$ cat src/rtl/i2c_arb_pkg.sv
// Shared command codes, FSM state encoding and command validation for the
// i2c_arbiter block.
package i2c_arb_pkg;

  localparam logic [2:0] CMD_IDLE  = 3'b000;
  localparam logic [2:0] CMD_WRITE = 3'b001;
  localparam logic [2:0] CMD_READ  = 3'b010;

  localparam logic [1:0] IDLE  = 2'd0;
  localparam logic [1:0] ISSUE = 2'd1;
  localparam logic [1:0] WAIT  = 2'd2;
  localparam logic [1:0] RESP  = 2'd3;

  function automatic logic is_valid_cmd(input logic [2:0] cmd);
    return (cmd == CMD_WRITE) || (cmd == CMD_READ);
  endfunction

endpackage

$ cat src/rtl/i2c_arbiter_if.sv
// Requester-facing bundle of the i2c_arbiter: two request ports, the shared
// response strobe and the busy flag.
interface i2c_arbiter_if #(
  parameter int DW = 32
);
  logic          req0_valid;
  logic          req0_ready;
  logic [2:0]    req0_cmd;
  logic [DW-1:0] req0_wdata;
  logic          req1_valid;
  logic          req1_ready;
  logic [2:0]    req1_cmd;
  logic [DW-1:0] req1_wdata;
  logic          rsp_valid;
  logic          rsp_id;
  logic          rsp_err;
  logic [DW-1:0] rsp_rdata;
  logic          busy;

  modport master (
    output req0_valid, req0_cmd, req0_wdata,
    output req1_valid, req1_cmd, req1_wdata,
    input  req0_ready, req1_ready,
    input  rsp_valid, rsp_id, rsp_err, rsp_rdata, busy
  );

  modport slave (
    input  req0_valid, req0_cmd, req0_wdata,
    input  req1_valid, req1_cmd, req1_wdata,
    output req0_ready, req1_ready,
    output rsp_valid, rsp_id, rsp_err, rsp_rdata, busy
  );
endinterface

$ cat src/rtl/rr_arb2.sv
// Two-way round-robin arbiter: a lone requester always wins, on contention the
// port that did not win last time is granted. Grant state moves on advance.
module rr_arb2 (
  input  logic       clk,
  input  logic       rst,
  input  logic [1:0] req,
  input  logic       advance,
  output logic [1:0] gnt
);

  logic last_grant_reg;

  generate
    for (genvar gi = 0; gi < 2; gi++) begin : g_gnt
      assign gnt[gi] = req[gi] & (~req[1-gi] | (last_grant_reg != 1'(gi)));
    end
  endgenerate

  // Resetting to port 1 makes port 0 the winner of the first contention.
  always_ff @(posedge clk or negedge rst) begin
    if (!rst) begin
      last_grant_reg <= 1'b1;
    end else if (advance) begin
      last_grant_reg <= gnt[1];
    end
  end

endmodule

$ cat src/rtl/i2c_arbiter.sv
// Shares one mod_I2C between two requesters; each transaction runs a fixed
// cycle budget because mod_I2C reports no completion.
module i2c_arbiter
  import i2c_arb_pkg::*;
#(
  parameter int CMD_HOLD    = 4,
  parameter int XFER_CYCLES = 40,
  parameter int DW          = 32
) (
  input  logic          clk,
  input  logic          rst,
  i2c_arbiter_if.slave  bus,
  output logic [DW-1:0] i2c_command,
  output logic [DW-1:0] i2c_dataIn,
  input  logic [DW-1:0] i2c_dataOut
);

  localparam int CW = $clog2(XFER_CYCLES + 1);
  localparam logic [CW-1:0] CNT_LOAD      = CW'(XFER_CYCLES - 1);
  // Count value seen in the last ISSUE cycle; next cycle the counter shows
  // XFER_CYCLES-1-CMD_HOLD and the FSM is in WAIT.
  localparam logic [CW-1:0] CNT_ISSUE_END = CW'(XFER_CYCLES - CMD_HOLD);

  logic [1:0]    state_reg, state_next;
  logic [CW-1:0] count_reg, count_next;
  logic [2:0]    cmd_reg;
  logic [DW-1:0] wdata_reg;
  logic          id_reg;
  logic          rsp_id_reg;
  logic          rsp_err_reg;
  logic [DW-1:0] rsp_rdata_reg;

  logic [1:0]    req;
  logic [1:0]    gnt;
  logic [1:0]    ready;
  logic          accept;
  logic          sel_id;
  logic [2:0]    sel_cmd;
  logic [DW-1:0] sel_wdata;
  logic          sel_valid_cmd;

  assign req = {bus.req1_valid, bus.req0_valid};

  rr_arb2 u_rr_arb2 (
    .clk     (clk),
    .rst     (rst),
    .req     (req),
    .advance (accept),
    .gnt     (gnt)
  );

  // Ready is also forced low while reset is asserted so every output reads 0.
  assign ready         = gnt & {2{(state_reg == IDLE) & rst}};
  assign accept        = |(req & ready);
  assign sel_id        = ready[1];
  assign sel_cmd       = sel_id ? bus.req1_cmd   : bus.req0_cmd;
  assign sel_wdata     = sel_id ? bus.req1_wdata : bus.req0_wdata;
  assign sel_valid_cmd = is_valid_cmd(sel_cmd);

  assign bus.req0_ready = ready[0];
  assign bus.req1_ready = ready[1];
  assign bus.rsp_valid  = (state_reg == RESP);
  assign bus.rsp_id     = rsp_id_reg;
  assign bus.rsp_err    = rsp_err_reg;
  assign bus.rsp_rdata  = rsp_rdata_reg;
  assign bus.busy       = (state_reg != IDLE);

  assign i2c_command = (state_reg == ISSUE) ? {{(DW-3){1'b0}}, cmd_reg} : '0;
  assign i2c_dataIn  = (state_reg != IDLE) ? wdata_reg : '0;

  always_comb begin
    state_next = state_reg;
    count_next = (count_reg != '0) ? count_reg - CW'(1) : count_reg;
    case (state_reg)
      IDLE: begin
        if (accept) begin
          if (sel_valid_cmd) begin
            state_next = ISSUE;
            count_next = CNT_LOAD;
          end else begin
            state_next = RESP;
          end
        end
      end
      ISSUE:   if (count_reg == CNT_ISSUE_END) state_next = WAIT;
      WAIT:    if (count_reg == '0) state_next = RESP;
      RESP:    state_next = IDLE;
      default: state_next = IDLE;
    endcase
  end

  always_ff @(posedge clk or negedge rst) begin
    if (!rst) begin
      state_reg     <= IDLE;
      count_reg     <= '0;
      cmd_reg       <= CMD_IDLE;
      wdata_reg     <= '0;
      id_reg        <= 1'b0;
      rsp_id_reg    <= 1'b0;
      rsp_err_reg   <= 1'b0;
      rsp_rdata_reg <= '0;
    end else begin
      state_reg <= state_next;
      count_reg <= count_next;
      if (accept) begin
        cmd_reg   <= sel_cmd;
        wdata_reg <= sel_valid_cmd ? sel_wdata : '0;
        id_reg    <= sel_id;
      end
      // Response fields change only on entry to RESP and hold afterwards.
      if (state_next == RESP && state_reg != RESP) begin
        if (state_reg == IDLE) begin
          rsp_id_reg    <= sel_id;
          rsp_err_reg   <= 1'b1;
          rsp_rdata_reg <= '0;
        end else begin
          rsp_id_reg    <= id_reg;
          rsp_err_reg   <= 1'b0;
          rsp_rdata_reg <= i2c_dataOut;
        end
      end
    end
  end

endmodule

$ cat src/flat_wrapper.sv
// flat-port wrapper written by rule: the top's interface ports become plain ports
module i2c_arbiter_flat import i2c_arb_pkg::*;
#(
  parameter int CMD_HOLD    = 4,
  parameter int XFER_CYCLES = 40,
  parameter int DW          = 32
)
  (clk, rst, i2c_command, i2c_dataIn, i2c_dataOut, bus_req0_valid, bus_req0_cmd, bus_req0_wdata, bus_req1_valid, bus_req1_cmd, bus_req1_wdata, bus_req0_ready, bus_req1_ready, bus_rsp_valid, bus_rsp_id, bus_rsp_err, bus_rsp_rdata, bus_busy);
  i2c_arbiter_if #(.DW(DW)) bus_i ();
  input  logic clk;
  input  logic rst;
  output logic [DW-1:0] i2c_command;
  output logic [DW-1:0] i2c_dataIn;
  input  logic [DW-1:0] i2c_dataOut;
  input wire logic [$bits(bus_i.req0_valid)-1:0] bus_req0_valid;
  input wire logic [$bits(bus_i.req0_cmd)-1:0] bus_req0_cmd;
  input wire logic [$bits(bus_i.req0_wdata)-1:0] bus_req0_wdata;
  input wire logic [$bits(bus_i.req1_valid)-1:0] bus_req1_valid;
  input wire logic [$bits(bus_i.req1_cmd)-1:0] bus_req1_cmd;
  input wire logic [$bits(bus_i.req1_wdata)-1:0] bus_req1_wdata;
  output wire logic [$bits(bus_i.req0_ready)-1:0] bus_req0_ready;
  output wire logic [$bits(bus_i.req1_ready)-1:0] bus_req1_ready;
  output wire logic [$bits(bus_i.rsp_valid)-1:0] bus_rsp_valid;
  output wire logic [$bits(bus_i.rsp_id)-1:0] bus_rsp_id;
  output wire logic [$bits(bus_i.rsp_err)-1:0] bus_rsp_err;
  output wire logic [$bits(bus_i.rsp_rdata)-1:0] bus_rsp_rdata;
  output wire logic [$bits(bus_i.busy)-1:0] bus_busy;
  assign bus_i.req0_valid = bus_req0_valid;
  assign bus_i.req0_cmd = bus_req0_cmd;
  assign bus_i.req0_wdata = bus_req0_wdata;
  assign bus_i.req1_valid = bus_req1_valid;
  assign bus_i.req1_cmd = bus_req1_cmd;
  assign bus_i.req1_wdata = bus_req1_wdata;
  assign bus_req0_ready = bus_i.req0_ready;
  assign bus_req1_ready = bus_i.req1_ready;
  assign bus_rsp_valid = bus_i.rsp_valid;
  assign bus_rsp_id = bus_i.rsp_id;
  assign bus_rsp_err = bus_i.rsp_err;
  assign bus_rsp_rdata = bus_i.rsp_rdata;
  assign bus_busy = bus_i.busy;
  i2c_arbiter #(.CMD_HOLD(CMD_HOLD), .XFER_CYCLES(XFER_CYCLES), .DW(DW)) u_core (.clk(clk), .rst(rst), .bus(bus_i), .i2c_command(i2c_command), .i2c_dataIn(i2c_dataIn), .i2c_dataOut(i2c_dataOut));
endmodule
$ cat config.mk
export PLATFORM = sky130hd
export DESIGN_NAME = i2c_arbiter_flat
export DESIGN_NICKNAME = d
export VERILOG_FILES = /design/src/rtl/i2c_arb_pkg.sv /design/src/rtl/i2c_arbiter_if.sv /design/src/rtl/rr_arb2.sv /design/src/rtl/i2c_arbiter.sv /design/src/flat_wrapper.sv
export SDC_FILE = /design/constraint.sdc
export NUM_CORES = 1
export LEC_CHECK = 0
export BUFFER_PORTS_ARGS = -buffer_cell sky130_fd_sc_hd__clkbuf_2
export CORE_MARGIN = 2
export CORE_UTILIZATION = 40
export DETAILED_ROUTE_END_ITERATION = 7
export PLACE_DENSITY_LB_ADDON = 0.2
export SLEW_MARGIN = 0
export SYNTH_ARGS = -nofsm -noshare
export SYNTH_HDL_FRONTEND = slang
export SYNTH_HIERARCHICAL = 1
export SYNTH_SLANG_ARGS = --single-unit
$ cat constraint.sdc
create_clock -name clk -period 3 [get_ports clk]
set_input_delay 0.6 -clock clk [delete_from_list [all_inputs] [get_ports clk]]
set_output_delay 0.6 -clock clk [all_outputs]
set_load 0.1 [all_outputs]
==> metrics.cfg, run 1 <==
[worst_setup_path]
cpMaxStageDelayCell=inv_1
cp_num_buf_inv=2
crit_type=register to primary output
end_kind=primary output
worstReg2RegEnd=u_core/bus.rsp_rdata[30]
reg2reg_from=u_core/count_reg[0]
required_ps=2400
reg2reg_depth=5
critical-path-top-delay-family=buffers and inverters
worst_ep_arrival_time_ps=2210
path_cells=nor2_2, inv_1, and2_1, clkbuf_2
timing.reg2reg.setup_slack_ps=680
crit_fanout=35
cpPeakStageDelay_ps=600
critPathLaunchType=register

[timing]
report.final.slew_viol_count=0
timing.final.crit_share=0.9363
clock_skew_ps=17.55
setup_viol=0
min_period_ps=2809
tns_ps=0
slew_headroom=0.2331
layout_setup_ws_ps=191.0
hold_violations=0
worst_pin_slew_ps=1150
rsz0062_at_grt=yes
clock.fmax_ghz=0.3560

[place]
place_hpwl_mm=7.055
dp_cells=663
port_buffers=178
pre_cts_slack_ps=532.5
place_congestion=0.7851

[die]
dieHeight_um=104.4
initial_core_util=0.4123
row_count=36
die_w_um=104.4
core_area_sq_mm=0.009774
die-area_sq_mm=0.01089
ios=208

[yosys]
ys_ff_latch=79
yosysTopAreaCell=dfrtp_1
yosys-top-cells-area=dfrtp_1 48%, mux2i_1 9.2%, a22o_1 7.4%, o31ai_1 6.1%, and2_1 5.9%
seq_area_frac_synth=0.4908
synth_top_area_frac=0.4843
yosys_warnings=6
yosys.cell_types.count=42
synth_ff_type=dfrtp_1
syn_inst=373
synth_area_sq_mm=0.004030
synth_edf_count=0
postSynthAreaPerCell_sq_um=10.80
ys_async_sr_fraction=1.000

[clock_tree]
tritoncts=done
ctsResizeCount=0
hold_buffers=0
clock_path_buffers=2
postCtsSetupRepairBufs=0
clk_latency_ps=370
cts-buffers-inserted=9
cts_root_buffer=clkbuf_8
clk_pin_slew_ps=90
cts_htree_levels=3
cts_sinks=79

[finish]
layout.cells.non_filler=679
mostFrequentLayoutCells=176 x clkbuf_2, 78 x dfrtp_1, 44 x nand2_1, 38 x and2_1, 37 x mux2i_1
diodes=0
area_delta_synth_final_pct=26.17
fin_nets=648
drive_above_1_share=0.3810
layout_commonest_cell=clkbuf_2

[grt]
grt_remaining_overflow=0
grt_pass1_wl_mm=15.71
antenna_found_initial=0
grt_usage=0.1815
grt_pass1_vias=3175
grt_max_degree=69

[power_and_ir_drop]
leakagePower_nw=2.887
vdd_drop_max_uv=577.3
total_power_mw=5.433
powerDensity_mw_per_mm2=1069

[detailed_routing]
ant_nets=0
remaining_drc_errors=0
first_pass_iters=4
drt_wl_total_mm=9.941
drt-wirelength-per-cell_um=14.64
drt_iter0_markers=145
via_count=3294
vias_per_cell=4.851

[status]
status=finished clean

[job]
max_cap_violations=0

[hold_path]
hold_class=primary input to async pin

-- power breakdown --
group | total, mW | switching (mW) | internal (mW)
logic | 3.05 | 2.43 | 0.614
clock network | 0.766 | 0.448 | 0.318
registers | 1.62 | 0.220 | 1.40
total | 5.43 | 3.10 | 2.33
-- how the worst max path moves through the flow --
stage | start | end | depth (start not counted)
floorplan | u_core/state_reg[1] | i2c_dataIn[22] | 4
global placement | bus_req0_valid | bus_req0_ready | 4
detailed placement | u_core/state_reg[1] | i2c_dataIn[30] | 4
CTS | u_core/state_reg[1] | i2c_dataIn[30] | 4
global route | u_core/state_reg[1] | i2c_dataIn[14] | 4
finish | u_core/state_reg[1] | i2c_dataIn[9] | 4
-- area by class of cell --
type,instances,area [sq um]
Clock buffer,9,123.9
Clock inverter,7,62.56
Fill cell,930,4690
Inverter,8,30.03
Multi-Input combinational cell,260,1778
Sequential cell,79,1978
Tap cell,133,166.4
Timing Repair Buffer,183,945.9
-- stage by stage --
step | instance area [sq um] | hold slack, ps | utilization
after floorplan | 4136 | 304.4 | -
after global placement | 4898 | 452.4 | 0.5012
after detailed placement | 4898 | 457.8 | 0.5012
after CTS | 5085 | 91.13 | 0.5202
after global routing | 5085 | 90.64 | 0.5202
final | 5085 | 104.8 | 0.5202
-- logic make-up after synthesis --
group           share of synthesized area
simple gates                       0.1413
flops                              0.4908
buf+inv                           0.09500
other cells                     0.0009305
mux                               0.09562
fa+ha+maj                        0.003104
xor+xnor                         0.006521
compound gates                     0.1667
-- metal layers --
layer  vias to the layer above  GRT usage  wire (um)
li1                       1594          -          -
met4                         0    0.07432        147
met5                         -          0          0
met2                       117     0.3123       5144
met1                      1575     0.2158       4061
met3                         8    0.04574        587
-- synth_stat cells (4+ instances only) --
| master | n |
|---|---|
| inv_1 | 7 |
| o31ai_1 | 33 |
| nand2_1 | 44 |
| buf_2 | 6 |
| dfrtp_1 | 78 |
| buf_4 | 30 |
| buf_6 | 4 |
| and2_1 | 38 |
| nor2_1 | 7 |
| mux2i_1 | 37 |
| a22o_1 | 34 |
| clkbuf_1 | 14 |
No activity file was read; power rests on OpenSTA's default activity.
==> run 2, diff against run 1 <==
Settings changed: CELL_PAD_IN_SITES_DETAIL_PLACEMENT from default to 0, CELL_PAD_IN_SITES_GLOBAL_PLACEMENT from default to 1, CORE_UTILIZATION 40 to 36, SETUP_SLACK_MARGIN from default to 0.05.
==> run 2 against run 1 <==
  * Clock skew is 8.5 ps lower
  * Non-clock buffer count increased by 4
  * Worst setup slack improved by 180 ps
  * Design area is 1.2% higher
  * Count of clock-buffer cells in the layout stayed put
  * Sequential power barely moved
  * Fmax increased by 7.0%
  * Global-route usage shrank 1.5 points
  * Sequential cell count unchanged
  * Largest cell class unchanged
==> metrics.cfg, run 2 (same netlist as run 1, synthesis figures left out) <==
[grt]
grt_pass1_vias=3102
grt_usage=0.1669
grt_pass1_wl_mm=15.66
grt_max_degree=49
grt_remaining_overflow=0
antenna_found_initial=0

[timing]
hold_slack_ps=339.0
setup_viol=0
hold_violations=0
rsz0062_at_grt=no
clock.fmax_ghz=0.3810
clock_skew_ps=9.052
timing.final.crit_share=0.8748
slew_headroom=0.2065
tns_ps=0
min_period_ps=2624
worst_pin_slew_ps=1190
report.final.slew_viol_count=0

[detailed_routing]
wl_met3_um=508
vias_per_cell=4.774
first_pass_iters=4
drt-wirelength-per-cell_um=14.74
wl_met1_mm=4.525
ant_nets=0
drt_wl_total_mm=10.17
met2_length_mm=4.926
via_count=3294
maxUsedRoutingLayer=met4
remaining_drc_errors=0
drt_iter0_markers=144

[power_and_ir_drop]
p_seq_frac=0.290
total_power_mw=5.552
p_int_mw=2.435
clkPwrFrac=0.154
p_sw_mw=3.117
leakagePower_nw=2.917
powerDensity_mw_per_mm2=1079
combPwrFrac=0.556
switching_share=0.5614
vdd_drop_max_uv=526.9

[finish]
fin_nets=652
layout_commonest_cell=clkbuf_2
drive_above_1_share=0.3855
area_delta_synth_final_pct=27.72
nFillCells=1051
multi_input_area_sq_mm=0.001778
seq_area_sq_mm=0.001978
layout.cells.non_filler=690
mostFrequentLayoutCells=176 x clkbuf_2, 78 x dfrtp_1, 44 x nand2_1, 38 x and2_1, 37 x mux2i_1
diodes=0

[worst_setup_path]
worst_ep_arrival_time_ps=2020
path_cells=nor2_2, inv_1, buf_4, and2_1, clkbuf_2
crit_fanout=32
cpMaxStageDelayCell=dfrtp_1
required_ps=2400
worstReg2RegEnd=u_core/state_reg[1]
end_kind=primary output
cp_num_buf_inv=3
critical-path-top-delay-family=buffers and inverters
reg2reg_depth=5
timing.reg2reg.setup_slack_ps=620
crit_type=register to primary output
critPathLaunchType=register
setup.worst_path.start=u_core/state_reg[1]
cpPeakStageDelay_ps=470
reg2reg_from=u_core/state_reg[0]

[die]
die-area_sq_mm=0.01206
core_area_sq_mm=0.01089
row_count=38
dieHeight_um=109.8
die_w_um=109.8
ios=208
initial_core_util=0.3701

[hold_path]
hold_class=primary input to async pin

[clock_tree]
clock_path_buffers=2
clk_latency_ps=360
cts_sinks=79
clk_pin_slew_ps=90
tritoncts=done
cts_htree_levels=3
cts_root_buffer=clkbuf_8
ctsResizeCount=0
postCtsSetupRepairBufs=0
hold_buffers=0
cts-buffers-inserted=9

[job]
max_cap_violations=0

[place]
port_buffers=178
place_hpwl_mm=7.524
place_congestion=0.7848
dp_cells=674

[status]
status=finished clean

run 2: worst max-delay path by stage:
stage,end,slack (ps),cells past startpoint
4_1_cts,i2c_dataIn[2],340,5
6_report,i2c_dataIn[6],380,5
5_1_grt,i2c_dataIn[19],240,5
3_5_place_dp,u_core/state_reg[1],280,7
2_1_floorplan,i2c_dataIn[22],420,4
3_3_place_gp,u_core/state_reg[1],400,7
run 2: worst register-to-register path, cell delays in order (launching register included):
cell and delay (ps):
dfrtp_1 470, nand4bb_4 430, nor3_1 510, a21oi_2 250, buf_4 290, a221o_1 330
run 2: routing by layer:
layer | vias to the layer above | track usage
met1 | 1562 | 0.2218
li1 | 1602 | -
met5 | - | 0
met3 | 14 | 0.02490
met4 | 0 | 0.06148
met2 | 116 | 0.2752
run 2: area by class of cell:
cell class              instances  share of cell area
repair buffers                187              0.1896
flip-flops and latches         79              0.3843
clock buffers                   9             0.02406
well taps                     140             0.03403
multi-input cells             260              0.3454
clock inverters                 7             0.01677
inverters                       8            0.005834
run 2: metrics by stage:
step | utilization | setup slack [ps] | area, sq um
after global placement | 0.4535 | 403.4 | 4937
after detailed placement | 0.4535 | 276.5 | 4937
after global routing | 0.4728 | 235.2 | 5147
after CTS | 0.4728 | 338.0 | 5147
final | 0.4728 | 375.6 | 5147
after floorplan | - | 416.8 | 4136
run 2: power by group through the flow:
stage          Clock, mW  Combinational, mW  Sequential [mW]
2_1_floorplan          0               2.07             2.14
3_3_place_gp           0               3.08             1.62
3_5_place_dp           0               3.11             1.63
4_1_cts            0.874               3.11             1.61
5_1_grt            0.924               3.27             1.65
6_report           0.853               3.09             1.61
==> run 3, diff against run 2 <==
Settings changed: CORE_ASPECT_RATIO from default to 2.
==> run 3 against run 2 <==
  * Design area rose by 2.6%
  * Total power increased by 7.3%
  * Count of clock-buffer cells in the layout unchanged
  * Worst setup slack lost 170 ps
  * Combinational power is 3% higher
  * Sequential power hardly changed
  * Clock power grew 37%
  * Global-route usage is 1.5 points higher
  * Sequential cell count stayed put
  * Critical path type unchanged
==> metrics.cfg, run 3 (same netlist as run 1, synthesis figures left out) <==
[status]
status=finished clean

[die]
die-area_sq_mm=0.01211
core_area_sq_mm=0.01088
row_count=54
dieHeight_um=153.6
initial_core_util=0.3705
ios=208
die_w_um=78.82

[power_and_ir_drop]
clkPwrFrac=0.196
p_int_mw=2.799
powerDensity_mw_per_mm2=1128
combPwrFrac=0.533
leakagePower_nw=2.974
p_seq_frac=0.271
switching_share=0.5302
p_sw_mw=3.159
vdd_drop_max_uv=707.3
total_power_mw=5.957

[timing]
rsz0062_at_grt=no
clock.fmax_ghz=0.3574
min_period_ps=2798
clock_skew_ps=6.816
hold_slack_ps=158.5
timing.final.crit_share=0.9327
setup_viol=0
report.final.slew_viol_count=0
slew_headroom=0.1583
hold_violations=0
worst_pin_slew_ps=1263

[worst_setup_path]
cpMaxStageDelayCell=nor2_2
critPathLaunchType=register
cpPeakStageDelay_ps=470
path_cells=nor2_2, clkinvlp_4, buf_4, and2_1, clkbuf_2
worst_ep_arrival_time_ps=2200
crit_fanout=18
end_kind=primary output
crit_type=register to primary output
required_ps=2400

[finish]
layout_commonest_cell=clkbuf_2
mostFrequentLayoutCells=176 x clkbuf_2, 78 x dfrtp_1, 44 x nand2_1, 38 x and2_1, 37 x mux2i_1
drive_above_1_share=0.3884
layout.cells.non_filler=691
diodes=0
area_delta_synth_final_pct=31.08
fin_nets=653
finish.utilization=0.4856
nFillCells=1051

[grt]
antenna_found_initial=0
grt_remaining_overflow=0
grt_max_degree=65
grt_usage=0.1823
grt_pass1_vias=3360
grt_pass1_wl_mm=17.06

[detailed_routing]
first_pass_iters=4
vias_per_cell=4.808
remaining_drc_errors=0
drt_iter0_markers=180
via_count=3322
ant_nets=0
drt-wirelength-per-cell_um=15.89
drt_wl_total_mm=10.98

[place]
place_hpwl_mm=7.865
place_congestion=0.8077
dp_cells=670
port_buffers=178

[clock_tree]
clk_latency_ps=340
hold_buffers=0
cts_htree_levels=3
cts_root_buffer=clkbuf_16
cts_sinks=79
cts-buffers-inserted=9
clock_path_buffers=2
clk_pin_slew_ps=60
tritoncts=done

[job]
max_cap_violations=0

[hold_path]
hold_class=primary input to async pin

[run 3: changes by cell type in the layout (fill, tap and decap cells not counted), moves of 2 or more]
cell / previous run / this run
clkbuf_16: 0 / 9
inv_8: 2 / 0
clkinv_4: 0 / 2
clkinv_2: 0 / 2
inv_6: 3 / 1
clkbuf_8: 9 / 0
[run 3: stage by stage]
stage               setup WS, ps  instance area (sq um)  setup TNS [ps]
finish                     201.8                   5283               0
global route               117.7                   5283               0
CTS                      -0.6710                   5241         -0.6710
detailed placement         369.0                   4920               0
global placement           382.5                   4920               0
floorplan                  416.8                   4136               0
[run 3: what timing repair did]
| item | in CTS | in global routing |
|---|---|---|
| cloned | 0 | 1 |
| buffers inserted | 0 | 4 |
| gates resized for setup | 0 | 2 |
| endpoints found under the setup margin | 32 | 33 |
| endpoints found under the hold margin | 0 | 0 |
| pin swaps | 0 | 0 |
[run 3: per-layer routing]
layer	GRT usage	vias up	wire length, um
met1	0.2050	1551	4038
met5	0	-	0
met3	0.03991	20	690
li1	-	1618	-
met4	0.07635	0	280
met2	0.3264	133	5967
[run 3: area by class of cell]
type	count	area, sq um	area share
clock buffers	9	225.2	0.04263
clock inverters	7	96.34	0.01824
inverters	8	33.78	0.006395
multi-input cells	260	1778	0.3366
flip-flops and latches	79	1978	0.3745
well taps	140	175.2	0.03316
repair buffers	187	988.4	0.1871
repair inverters	1	7.507	0.001421
[run 3: power by group through the flow]
stage	Sequential [mW]	Clock [mW]	Combinational, mW
finish	1.62	1.17	3.18
global route	1.67	1.24	3.35
CTS	1.62	1.20	3.12
detailed placement	1.63	0	3.12
global placement	1.62	0	3.09
floorplan	2.14	0	2.07
[run 3: critical path, delay by kind of cell (launching register included)]
kind / cells / cell delay (ps)
and+or+nand+nor: 2 / 650
DFF: 1 / 460
buffers and inverters: 3 / 740
[run 3: final timing paths]
| check | startpoint | to | slack [ps] | cells past startpoint |
|---|---|---|---|---|
| max | u_core/state_reg[1] | i2c_dataIn[25] | 200 | 5 |
| min reg2reg | u_core/wdata_reg[10] | u_core/wdata_reg[10] | 470 | 2 |
| max reg2reg | u_core/count_reg[0] | u_core/bus.rsp_rdata[24] | 610 | 5 |
| max in group asynchronous | rst | u_core/bus.rsp_rdata[1] | 1760 | 2 |
| min | rst | u_core/count_reg[3] | 160 | 1 |
| min in group clk | u_core/wdata_reg[10] | u_core/wdata_reg[10] | 470 | 2 |
